--- src/rtl/alu_pkg.sv ---
// Shared definitions for the ALU issue stage: widths, ALU opcodes, issue entry and buffer state.
package alu_pkg;
  localparam int DATA_WIDTH     = 32;
  localparam int REG_ADDR_WIDTH = 5;
  localparam int NUM_REGS       = 1 << REG_ADDR_WIDTH;

  typedef logic [2:0] aluop_t;
  localparam aluop_t ALUOP_AND = 3'b000;
  localparam aluop_t ALUOP_OR  = 3'b001;
  localparam aluop_t ALUOP_ADD = 3'b010;
  localparam aluop_t ALUOP_SUB = 3'b110;
  localparam aluop_t ALUOP_SLT = 3'b111;

  typedef enum logic [1:0] {
    BUF_EMPTY = 2'd0,
    BUF_ONE   = 2'd1,
    BUF_FULL  = 2'd2
  } buf_state_e;

  typedef struct packed {
    logic [REG_ADDR_WIDTH-1:0] rs1;
    logic [REG_ADDR_WIDTH-1:0] rs2;
    logic                      use_imm;
    logic [DATA_WIDTH-1:0]     a;
    logic [DATA_WIDTH-1:0]     b;
    aluop_t                    aluop;
    logic [REG_ADDR_WIDTH-1:0] rd;
  } issue_entry_t;

  // Refresh a held entry's source operands from the writeback bus; register 0 never matches.
  function automatic issue_entry_t held_forward(issue_entry_t e, logic byp_valid,
                                                logic [REG_ADDR_WIDTH-1:0] byp_rd,
                                                logic [DATA_WIDTH-1:0] byp_data);
    issue_entry_t r;
    r = e;
    if (byp_valid && (byp_rd != '0)) begin
      if (e.rs1 == byp_rd) r.a = byp_data;
      if (!e.use_imm && (e.rs2 == byp_rd)) r.b = byp_data;
    end
    return r;
  endfunction
endpackage

--- src/rtl/alu_issue_stage_if.sv ---
// Decode-side, bypass and ALU-side signals of the issue stage. Both sides use valid/ready:
// a transfer happens on a rising edge where valid and ready are both high; valid never waits on ready.
interface alu_issue_stage_if;
  import alu_pkg::*;

  logic                      in_valid;
  logic                      in_ready;
  logic [REG_ADDR_WIDTH-1:0] in_rs1;
  logic [REG_ADDR_WIDTH-1:0] in_rs2;
  logic [DATA_WIDTH-1:0]     in_rs1_data;
  logic [DATA_WIDTH-1:0]     in_rs2_data;
  logic [DATA_WIDTH-1:0]     in_imm;
  logic                      in_use_imm;
  logic [2:0]                in_aluop;
  logic [REG_ADDR_WIDTH-1:0] in_rd;
  logic                      byp_valid;
  logic [REG_ADDR_WIDTH-1:0] byp_rd;
  logic [DATA_WIDTH-1:0]     byp_data;
  logic                      out_valid;
  logic                      out_ready;
  logic [DATA_WIDTH-1:0]     out_A;
  logic [DATA_WIDTH-1:0]     out_B;
  logic [2:0]                out_aluop;
  logic [REG_ADDR_WIDTH-1:0] out_rd;
  buf_state_e                dbg_state;

  modport master (
    output in_valid, in_rs1, in_rs2, in_rs1_data, in_rs2_data, in_imm, in_use_imm,
           in_aluop, in_rd, byp_valid, byp_rd, byp_data, out_ready,
    input  in_ready, out_valid, out_A, out_B, out_aluop, out_rd, dbg_state
  );

  modport slave (
    input  in_valid, in_rs1, in_rs2, in_rs1_data, in_rs2_data, in_imm, in_use_imm,
           in_aluop, in_rd, byp_valid, byp_rd, byp_data, out_ready,
    output in_ready, out_valid, out_A, out_B, out_aluop, out_rd, dbg_state
  );
endinterface

--- src/rtl/alu_issue_scoreboard.sv ---
// Per-register busy table for the issue interlock; set wins over clear on the same index.
module alu_issue_scoreboard
  import alu_pkg::*;
(
  input  logic                      clk,
  input  logic                      rst,
  input  logic                      set_en,
  input  logic [REG_ADDR_WIDTH-1:0] set_idx,
  input  logic                      clr_en,
  input  logic [REG_ADDR_WIDTH-1:0] clr_idx,
  input  logic [REG_ADDR_WIDTH-1:0] query_a,
  input  logic [REG_ADDR_WIDTH-1:0] query_b,
  output logic                      busy_a,
  output logic                      busy_b
);
  logic [NUM_REGS-1:0] busy;

  always_ff @(posedge clk) begin
    if (rst) begin
      busy <= '0;
    end else begin
      if (clr_en && (clr_idx != '0)) busy[clr_idx] <= 1'b0;
      if (set_en && (set_idx != '0)) busy[set_idx] <= 1'b1;
    end
  end

  // Register 0 is never set, so its query is always clear.
  assign busy_a = busy[query_a];
  assign busy_b = busy[query_b];
endmodule

--- src/rtl/alu_issue_stage.sv ---
// Two-entry skid buffer in front of the ALU with capture and held operand forwarding.
// Define ALU_ISSUE_SCOREBOARD_EN to add the busy-table interlock on the head entry.
module alu_issue_stage
  import alu_pkg::*;
(
  input  logic              clk,
  input  logic              rst,
  alu_issue_stage_if.slave  io
);
  buf_state_e   state;
  issue_entry_t head, skid, cap, head_fwd, skid_fwd;
  logic         head_busy, in_fire, out_fire;

  always_comb begin
    cap         = '0;
    cap.rs1     = io.in_rs1;
    cap.rs2     = io.in_rs2;
    cap.use_imm = io.in_use_imm;
    cap.aluop   = io.in_aluop;
    cap.rd      = io.in_rd;
    cap.a       = (io.byp_valid && (io.byp_rd == io.in_rs1) && (io.in_rs1 != '0))
                  ? io.byp_data : io.in_rs1_data;
    if (io.in_use_imm)
      cap.b = io.in_imm;
    else if (io.byp_valid && (io.byp_rd == io.in_rs2) && (io.in_rs2 != '0))
      cap.b = io.byp_data;
    else
      cap.b = io.in_rs2_data;
  end

  assign head_fwd = held_forward(head, io.byp_valid, io.byp_rd, io.byp_data);
  assign skid_fwd = held_forward(skid, io.byp_valid, io.byp_rd, io.byp_data);

`ifdef ALU_ISSUE_SCOREBOARD_EN
  logic busy_rs1, busy_rs2;

  alu_issue_scoreboard u_scoreboard (
    .clk     (clk),
    .rst     (rst),
    .set_en  (out_fire && (head.rd != '0)),
    .set_idx (head.rd),
    .clr_en  (io.byp_valid),
    .clr_idx (io.byp_rd),
    .query_a (head.rs1),
    .query_b (head.rs2),
    .busy_a  (busy_rs1),
    .busy_b  (busy_rs2)
  );

  assign head_busy = busy_rs1 || (!head.use_imm && busy_rs2);
`else
  assign head_busy = 1'b0;
`endif

  assign io.in_ready  = (state != BUF_FULL) && !rst;
  assign io.out_valid = (state != BUF_EMPTY) && !head_busy;
  assign io.out_A     = head.a;
  assign io.out_B     = head.b;
  assign io.out_aluop = head.aluop;
  assign io.out_rd    = head.rd;
  assign io.dbg_state = state;

  assign in_fire  = io.in_valid && io.in_ready;
  assign out_fire = io.out_valid && io.out_ready;

  // Held entries always take the forwarded value; a leaving head simply discards it.
  always_ff @(posedge clk) begin
    if (rst) begin
      state <= BUF_EMPTY;
      head  <= '0;
      skid  <= '0;
    end else begin
      head <= head_fwd;
      skid <= skid_fwd;
      case (state)
        BUF_EMPTY: begin
          if (in_fire) begin
            head  <= cap;
            state <= BUF_ONE;
          end
        end
        BUF_ONE: begin
          if (in_fire && out_fire) begin
            head <= cap;
          end else if (in_fire) begin
            skid  <= cap;
            state <= BUF_FULL;
          end else if (out_fire) begin
            state <= BUF_EMPTY;
          end
        end
        BUF_FULL: begin
          if (out_fire) begin
            head  <= skid_fwd;
            state <= BUF_ONE;
          end
        end
        default: state <= BUF_EMPTY;
      endcase
    end
  end
endmodule
--- src/flat_wrapper.sv ---
// flat-port wrapper written by rule: the top's interface ports become plain ports
module alu_issue_stage_flat import alu_pkg::*;
  (clk, rst, io_in_valid, io_in_rs1, io_in_rs2, io_in_rs1_data, io_in_rs2_data, io_in_imm, io_in_use_imm, io_in_aluop, io_in_rd, io_byp_valid, io_byp_rd, io_byp_data, io_out_ready, io_in_ready, io_out_valid, io_out_A, io_out_B, io_out_aluop, io_out_rd, io_dbg_state);
  alu_issue_stage_if io_i ();
  input  logic clk;
  input  logic rst;
  input wire logic [$bits(io_i.in_valid)-1:0] io_in_valid;
  input wire logic [$bits(io_i.in_rs1)-1:0] io_in_rs1;
  input wire logic [$bits(io_i.in_rs2)-1:0] io_in_rs2;
  input wire logic [$bits(io_i.in_rs1_data)-1:0] io_in_rs1_data;
  input wire logic [$bits(io_i.in_rs2_data)-1:0] io_in_rs2_data;
  input wire logic [$bits(io_i.in_imm)-1:0] io_in_imm;
  input wire logic [$bits(io_i.in_use_imm)-1:0] io_in_use_imm;
  input wire logic [$bits(io_i.in_aluop)-1:0] io_in_aluop;
  input wire logic [$bits(io_i.in_rd)-1:0] io_in_rd;
  input wire logic [$bits(io_i.byp_valid)-1:0] io_byp_valid;
  input wire logic [$bits(io_i.byp_rd)-1:0] io_byp_rd;
  input wire logic [$bits(io_i.byp_data)-1:0] io_byp_data;
  input wire logic [$bits(io_i.out_ready)-1:0] io_out_ready;
  output wire logic [$bits(io_i.in_ready)-1:0] io_in_ready;
  output wire logic [$bits(io_i.out_valid)-1:0] io_out_valid;
  output wire logic [$bits(io_i.out_A)-1:0] io_out_A;
  output wire logic [$bits(io_i.out_B)-1:0] io_out_B;
  output wire logic [$bits(io_i.out_aluop)-1:0] io_out_aluop;
  output wire logic [$bits(io_i.out_rd)-1:0] io_out_rd;
  output wire logic [$bits(io_i.dbg_state)-1:0] io_dbg_state;
  assign io_i.in_valid = io_in_valid;
  assign io_i.in_rs1 = io_in_rs1;
  assign io_i.in_rs2 = io_in_rs2;
  assign io_i.in_rs1_data = io_in_rs1_data;
  assign io_i.in_rs2_data = io_in_rs2_data;
  assign io_i.in_imm = io_in_imm;
  assign io_i.in_use_imm = io_in_use_imm;
  assign io_i.in_aluop = io_in_aluop;
  assign io_i.in_rd = io_in_rd;
  assign io_i.byp_valid = io_byp_valid;
  assign io_i.byp_rd = io_byp_rd;
  assign io_i.byp_data = io_byp_data;
  assign io_i.out_ready = io_out_ready;
  assign io_in_ready = io_i.in_ready;
  assign io_out_valid = io_i.out_valid;
  assign io_out_A = io_i.out_A;
  assign io_out_B = io_i.out_B;
  assign io_out_aluop = io_i.out_aluop;
  assign io_out_rd = io_i.out_rd;
  assign io_dbg_state = io_i.dbg_state;
  alu_issue_stage u_core (.clk(clk), .rst(rst), .io(io_i));
endmodule
--- config.mk ---
export PLATFORM = sky130hd
export DESIGN_NAME = alu_issue_stage_flat
export DESIGN_NICKNAME = d
export VERILOG_FILES = /design/src/rtl/alu_pkg.sv /design/src/rtl/alu_issue_stage_if.sv /design/src/rtl/alu_issue_scoreboard.sv /design/src/rtl/alu_issue_stage.sv /design/src/flat_wrapper.sv
export SDC_FILE = /design/constraint.sdc
export NUM_CORES = 1
export LEC_CHECK = 0
export ABC_AREA = 1
export CAP_MARGIN = 20
export CORE_ASPECT_RATIO = 1.25
export CORE_UTILIZATION = 57
export DETAILED_ROUTE_END_ITERATION = 6
export GPL_ROUTABILITY_DRIVEN = 0
export PLACE_DENSITY = 0.87
export SETUP_SLACK_MARGIN = 0.5
export SLEW_MARGIN = 20
export SYNTH_ARGS = -nofsm -noshare
export SYNTH_HDL_FRONTEND = slang
export SYNTH_SLANG_ARGS = --single-unit
export TNS_END_PERCENT = 10
--- constraint.sdc ---
create_clock -name clk -period 3.61 [get_ports clk]
set_input_delay 0.361 -clock clk [delete_from_list [all_inputs] [get_ports clk]]
set_output_delay 0.361 -clock clk [all_outputs]
set_load 0.01 [all_outputs]
# Word level (Yosys, flattened, before mapping)
# Index checks and enable logic that the tools add are counted.
[totals]
reg_bits = 168
latch_bits = 0
ramBits = 0
mem_bits_ro = 0
word_cells = 75
mem_count = 0
[op_classes]
addsub = 0
mul = 0
n_div = 0
n_lt_le_gt_ge = 0
eq_ne = 14
n_shift = 0
mux = 22
bitwise_logic = 1
n_reduce_logical = 23
[op_table]
columns = ["op", "n"]
rows = [
  ["two-way mux 83 bit", 3],
  ["one-hot mux 83 bit (3 select lines)", 1],
  ["two-way mux 32 bit", 7],
  ["two-way mux 72 bit", 3],
  ["two-way mux 64 bit", 2],
  ["== test 5 bit", 6],
  ["nonzero test 5 bit", 3],
  ["logical AND 1 bit", 11],
  ["two-way mux 2 bit", 5],
  ["AND reduction 4 bit", 2],
  ["!= test 2 x 1 -> 1 bit, second input constant", 3],
  ["one-hot mux 2 bit (3 select lines)", 1],
  ["!= test 2 bit, second input constant", 2],
  ["logical NOT 1 bit", 3],
  ["!= test 3 x 1 -> 1 bit, second input constant", 1],
  ["AND reduction 3 bit", 1],
  ["nonzero test 3 bit", 1],
  ["== test 2 x 1 -> 1 bit, second input constant", 1],
  ["== test 2 bit, second input constant", 1],
  ["logical NOT 2 bit", 1],
  ["nonzero test 2 bit", 1],
  ["inverter 1 bit", 1],
]

# Depth between registers and ports, before layout
[logic_depth]
depth_word = 8
ltp_mapped = 15

# Worst setup path after synthesis
# Ideal clock, no wire load.
[synth_timing]
path_type = "reg-to-reg"
start = "register u_core.state[0], in the netlist u_core.io.dbg_state[0]"
end = "register u_core.skid[61] (netlist name)"
arrival_ps = 1579
path_slack_ps = 1916
path_stages_with_launch = 10
n_path_buf = 2
period_less_slack_ps = 1694
cell_sequence = "dfxtp_1 inv_1 nor2_1 inv_1 nor2_1 inv_2 buf_2 clkbuf_1 a21oi_1 nor2_1"
[synth_via]
elab_chain_len = 6
word_cells_on_any_way = 10
[synth_rtl]
columns = ["item", "line_no", "rtl"]
rows = [
  ["start, declared", "alu_issue_stage.sv:10", "buf_state_e state;"],
  ["start signal, assigned", "alu_issue_stage.sv:69", "state <= BUF_EMPTY;"],
  ["start signal, assigned", "alu_issue_stage.sv:79", "state <= BUF_ONE;"],
  ["start signal, assigned", "alu_issue_stage.sv:87", "state <= BUF_FULL;"],
  ["!= test 2 bit", "alu_issue_stage.sv:55", "assign io.in_ready = (state != BUF_FULL) && !rst;"],
  ["logical AND 1 bit", "alu_issue_stage.sv:55", ""],
  ["logical AND 1 bit", "alu_issue_stage.sv:63", "assign in_fire = io.in_valid && io.in_ready;"],
  ["two-way mux 72 bit or logical AND 1 bit (tied branches)", "alu_issue_stage.sv:85, alu_issue_stage.sv:83", ""],
  ["two-way mux 72 bit", "alu_issue_stage.sv:83", "if (in_fire && out_fire) begin"],
  ["two-way mux 72 bit *", "alu_issue_stage.sv:75", "case (state)"],
  ["end signal, assigned", "alu_issue_stage.sv:74", "skid <= skid_fwd;"],
  ["end signal, assigned", "alu_issue_stage.sv:86", "skid <= cap;"],
  ["end, declared", "alu_issue_stage.sv:11", "issue_entry_t head, skid, cap, head_fwd, skid_fwd;"],
]
# Mark *: on every way between the ends. The rest lies on a longest branch, timed or not.
# A chain may end at the register's enable or synchronous reset.

# Worst setup path after layout
[layout_timing]
start = "input port io_byp_rd[3]"
end = "register u_core.head (netlist bit u_core.io.out_B[28])"
[layout_via]
elab_chain_len = 7
word_cells_on_any_way = 19
[layout_rtl]
columns = ["item", "line_no", "rtl"]
rows = [
  ["start, declared", "flat_wrapper.sv:17", "input wire logic [$bits(io_i.byp_rd)-1:0] io_byp_rd;"],
  ["== test 5 bit", "alu_issue_stage.sv:25", "else if (io.byp_valid && (io.byp_rd == io.in_rs2) && (io.in_rs2 != '0))"],
  ["logical AND 1 bit (2 in series)", "alu_issue_stage.sv:25", ""],
  ["two-way mux 32 bit", "alu_issue_stage.sv:25", ""],
  ["two-way mux 32 bit", "alu_issue_stage.sv:23", "if (io.in_use_imm)"],
  ["two-way mux 83 bit, on equally long branches", "alu_issue_stage.sv:83, alu_issue_stage.sv:77", ""],
  ["one-hot mux 83 bit (3 select lines) *", "alu_issue_stage.sv:75", ""],
  ["end signal, assigned", "alu_issue_stage.sv:73", "head <= head_fwd;"],
  ["end signal, assigned", "alu_issue_stage.sv:78", "head <= cap;"],
  ["end signal, assigned", "alu_issue_stage.sv:84", "head <= cap;"],
  ["end, declared", "alu_issue_stage.sv:11", ""],
]
# Mark *: on every way between the ends. The rest lies on a longest branch, timed or not. The select of a mux whose other input is x is not followed.

==> summary.txt <==
Routing
  – Number of detailed-route iterations in the first pass: 5
  – Via-to-Cell Ratio: approximately 5.6
  – Detailed Route Iter0 Violations: 1,563
  – Antenna-violating nets left: 0
  – Routed WL: approximately 36 mm
  – Routed len/inst: 15.5 µm
  – Number of remaining DRC errors: 0
  – Detailed-route via count: approximately 13,000

Placed design
  – Post-place setup slack: about 680 ps
  – DP Area: roughly 0.013 mm²
  – Placed cell count: 2,310
  – Post-DP HPWL: roughly 23 mm
  – IO buf count: 232

Clock tree
  – Hold Buf Count CTS: 0
  – Clock Latency Late Sink: between 400 and 500 ps
  – Num CTS Buffers: 17
  – H-Tree Depth: 4
  – CTS tree: done
  – # clock sinks: 168
  – Clock Tree Buf Depth: 2
  – Setup Buffers After CTS: 0
  – Post-cts sizing count: 0
  – Clock transition at path regs: about 70 ps
  – Root buf cell: clkbuf_16

Cells and area
  – Most frequent cells in the layout: 644 x nand2_1, 386 x nand3_1, 311 x inv_1
  – Final instance area: around 0.014 mm²
  – Finished Layout Cells: ~2,300
  – Register Area: about 0.0034 mm²
  – Fill cells: between 1,500 and 2,000
  – Share of layout cells above drive strength 1: 0.0534
  – Layout Nets: ~2,200
  – Most common cell after layout, fill and taps aside: nand2_1
  – ANT cells: 0
  – Area of the multi-input gates: slightly below 0.006 mm²
  – Layout area overhead: 20.6%

Critical path
  – Critical Path AT: around 3000 ps
  – CP startpoint kind: input pin
  – CP Max Fanout: 18
  – Crit path required time: approximately 4000 ps
  – Crit path capture type: flip-flop
  – CP Class: input pin to flip-flop

Floorplanning
  – Core Box Area: between 0.015 and 0.02 mm²
  – Starting density of the core: 0.587
  – IO Count: 233
  – Die area: roughly 0.021 mm²
  – Rows: between 50 and 60
  – Die width: ~130 µm
  – Chip height: 161 µm

Global route
  – Vias in the first global route: roughly 12,000
  – Pin count of the biggest net entering global routing: 80
  – Grt total ovfl: 0
  – Initial antenna violation count: 0
  – Global-route wire length before repair: approximately 57 mm
  – Gr usage total: 0.345

Power and ir drop
  – Power Density: between 300 and 400 mW/mm²
  – Leakage power total: roughly 7.3 nW
  – Max IR drop VDD: around 330 µV

Timing
  – Final setup viols: 0
  – Fin crit share: 0.717
  – Post-route setup TNS: 0 ps
  – RSZ-0062 raised after global routing: false
  – Hold WS: roughly 470 ps
  – Tightest Pin Transition: 1080 ps
  – PnR worst setup slack: ~1000 ps
  – Hold Vio Cnt, Final: 0
  – Clock Skew: between 10 and 15 ps
  – Fin. max-slew vios: 0
  – Max Clk Rate: 386 MHz
  – Min Tclk post-route: roughly 2600 ps
  – Relative slew margins: 0.278

Synth
  – Main combinational cell family by area after synthesis: simple AND/OR/NAND/NOR gates
  – Area fraction in compound gates after synthesis: 0.0502
  – Mux cell area share after synthesis: 0
  – Post-synthesis xor/xnor area fraction: 0.00914
  – Yosys warnings: 0
  – Mean area per synthesized cell: around 5.8 µm²
  – Top_reg_cell synth: dfxtp_1
  – Syn nets: 2,138
  – Sequential share of the synthesized area: 0.292
  – Count of flip-flops with a built-in enable after synthesis: 0
  – Post-synthesis simple-gate area fraction: 0.448
  – Mapped cell area: approximately 0.012 mm²
  – Post-Synthesis Cells: 1,981
  – Adder-Cell Fraction of Synth Area: 0
  – Ys async rst share: 0
  – FF+latch count, synth: between 150 and 200
  – Count of cell types in the netlist: 34

Outcome
  – Status: complete, no violations

Flow run
  – Max-Cap Viols: 0

Hold path
  – Worst Hold Class: flip-flop to flip-flop
[logic make-up (layout without fill, tap and decap cells)]
| group | Yosys count | in the layout |
|---|---|---|
| AND/OR/NAND/NOR | 1183 | 1183 |
| AO/OA/AOI/OAI | 106 | 106 |
| XOR/XNOR | 12 | 12 |
| flip-flops | 168 | 168 |
| buffers and inverters | 512 | 608 |
[critical path, stage by stage]
cell and delay, ps:
clkdlybuf4s50_1 640, inv_1 180, nand4_1 130, nand2_1 110, inv_2 260, nand3_2 470
buf_4 410, nand2_1 90, nand3_1 70, nand3_1 110, nand2_1 60, inv_1 80
[flip-flops by register name (all words and copies together) (netlist names)]
| signal | cells |
|---|---|
| u_core.io.dbg_state | 2 |
| u_core.skid | 83 |
| u_core.io.out_A | 32 |
| u_core.io.out_rd | 5 |
| u_core.io.out_aluop | 3 |
| u_core.head | 11 |
| u_core.io.out_B | 32 |
[per-stage QoR]
stage	power [mW]	utilization
finish	4.74	0.707
global route	4.91	0.707
global placement	2.97	0.679
floorplan	2.62	-
CTS	4.72	0.707
detailed placement	2.99	0.679
[area by class of cell]
| type | instances | area share |
|---|---|---|
| well taps | 265 | 0.0239 |
| multi-input cells | 1301 | 0.424 |
| flip-flops and latches | 168 | 0.242 |
| inverters | 321 | 0.0871 |
| clock buffers | 17 | 0.0307 |
| clock inverters | 15 | 0.00920 |
| repair buffers | 255 | 0.183 |
[cell usage after synthesis (2+ instances only)]
library cell | count | area [µm²]
a21oi_1 | 57 | 285
a22oi_1 | 8 | 60.1
a31oi_1 | 7 | 43.8
buf_1 | 5 | 18.8
buf_2 | 41 | 205
buf_4 | 75 | 563
buf_6 | 6 | 67.6
clkbuf_1 | 64 | 240
dfxtp_1 | 168 | 3360
inv_1 | 312 | 1170
inv_2 | 9 | 33.8
nand2_1 | 645 | 2420
nand3_1 | 387 | 1940
nand3_2 | 2 | 20.0
nand4_1 | 38 | 238
nor2_1 | 66 | 248
nor2_2 | 3 | 18.8
o21ai_0 | 24 | 120
o22ai_1 | 6 | 37.5
or2_2 | 34 | 213
xnor2_1 | 8 | 70.1
xor2_1 | 4 | 35.0
[final timing paths]
kind                                                          start                          endpoint  slack [ps]  cells after the start
worst max register to register  u_core.io.dbg_state[0]$_SDFFE_PP0P_      u_core.skid[82]$_SDFFE_PP0P_        1310                      7
worst min register to register     u_core.io.out_rd[4]$_SDFFE_PP0P_  u_core.io.out_rd[4]$_SDFFE_PP0P_         470                      2
worst max-delay path                                   io_byp_rd[3]    u_core.io.out_B[28]$_SDFF_PP0_        1020                     12
worst min-delay path               u_core.io.out_rd[4]$_SDFFE_PP0P_  u_core.io.out_rd[4]$_SDFFE_PP0P_         470                      2
[power breakdown]
part	internal (mW)	leakage [nW]	total, mW	switching, mW
clock network	0.949	0.262	1.77	0.820
logic	0.438	5.69	0.982	0.545
registers	1.94	1.37	1.99	0.0484
total	3.33	7.32	4.74	1.41
[per-layer routing]
metal	global-route usage	up-vias	wire length (µm)
met3	0.0496	140	3260
li1	-	6241	-
met5	0	-	0
met4	0.190	0	1790
met1	0.426	5881	14100
met2	0.574	762	17000
Power figures use the tool's default switching activity.
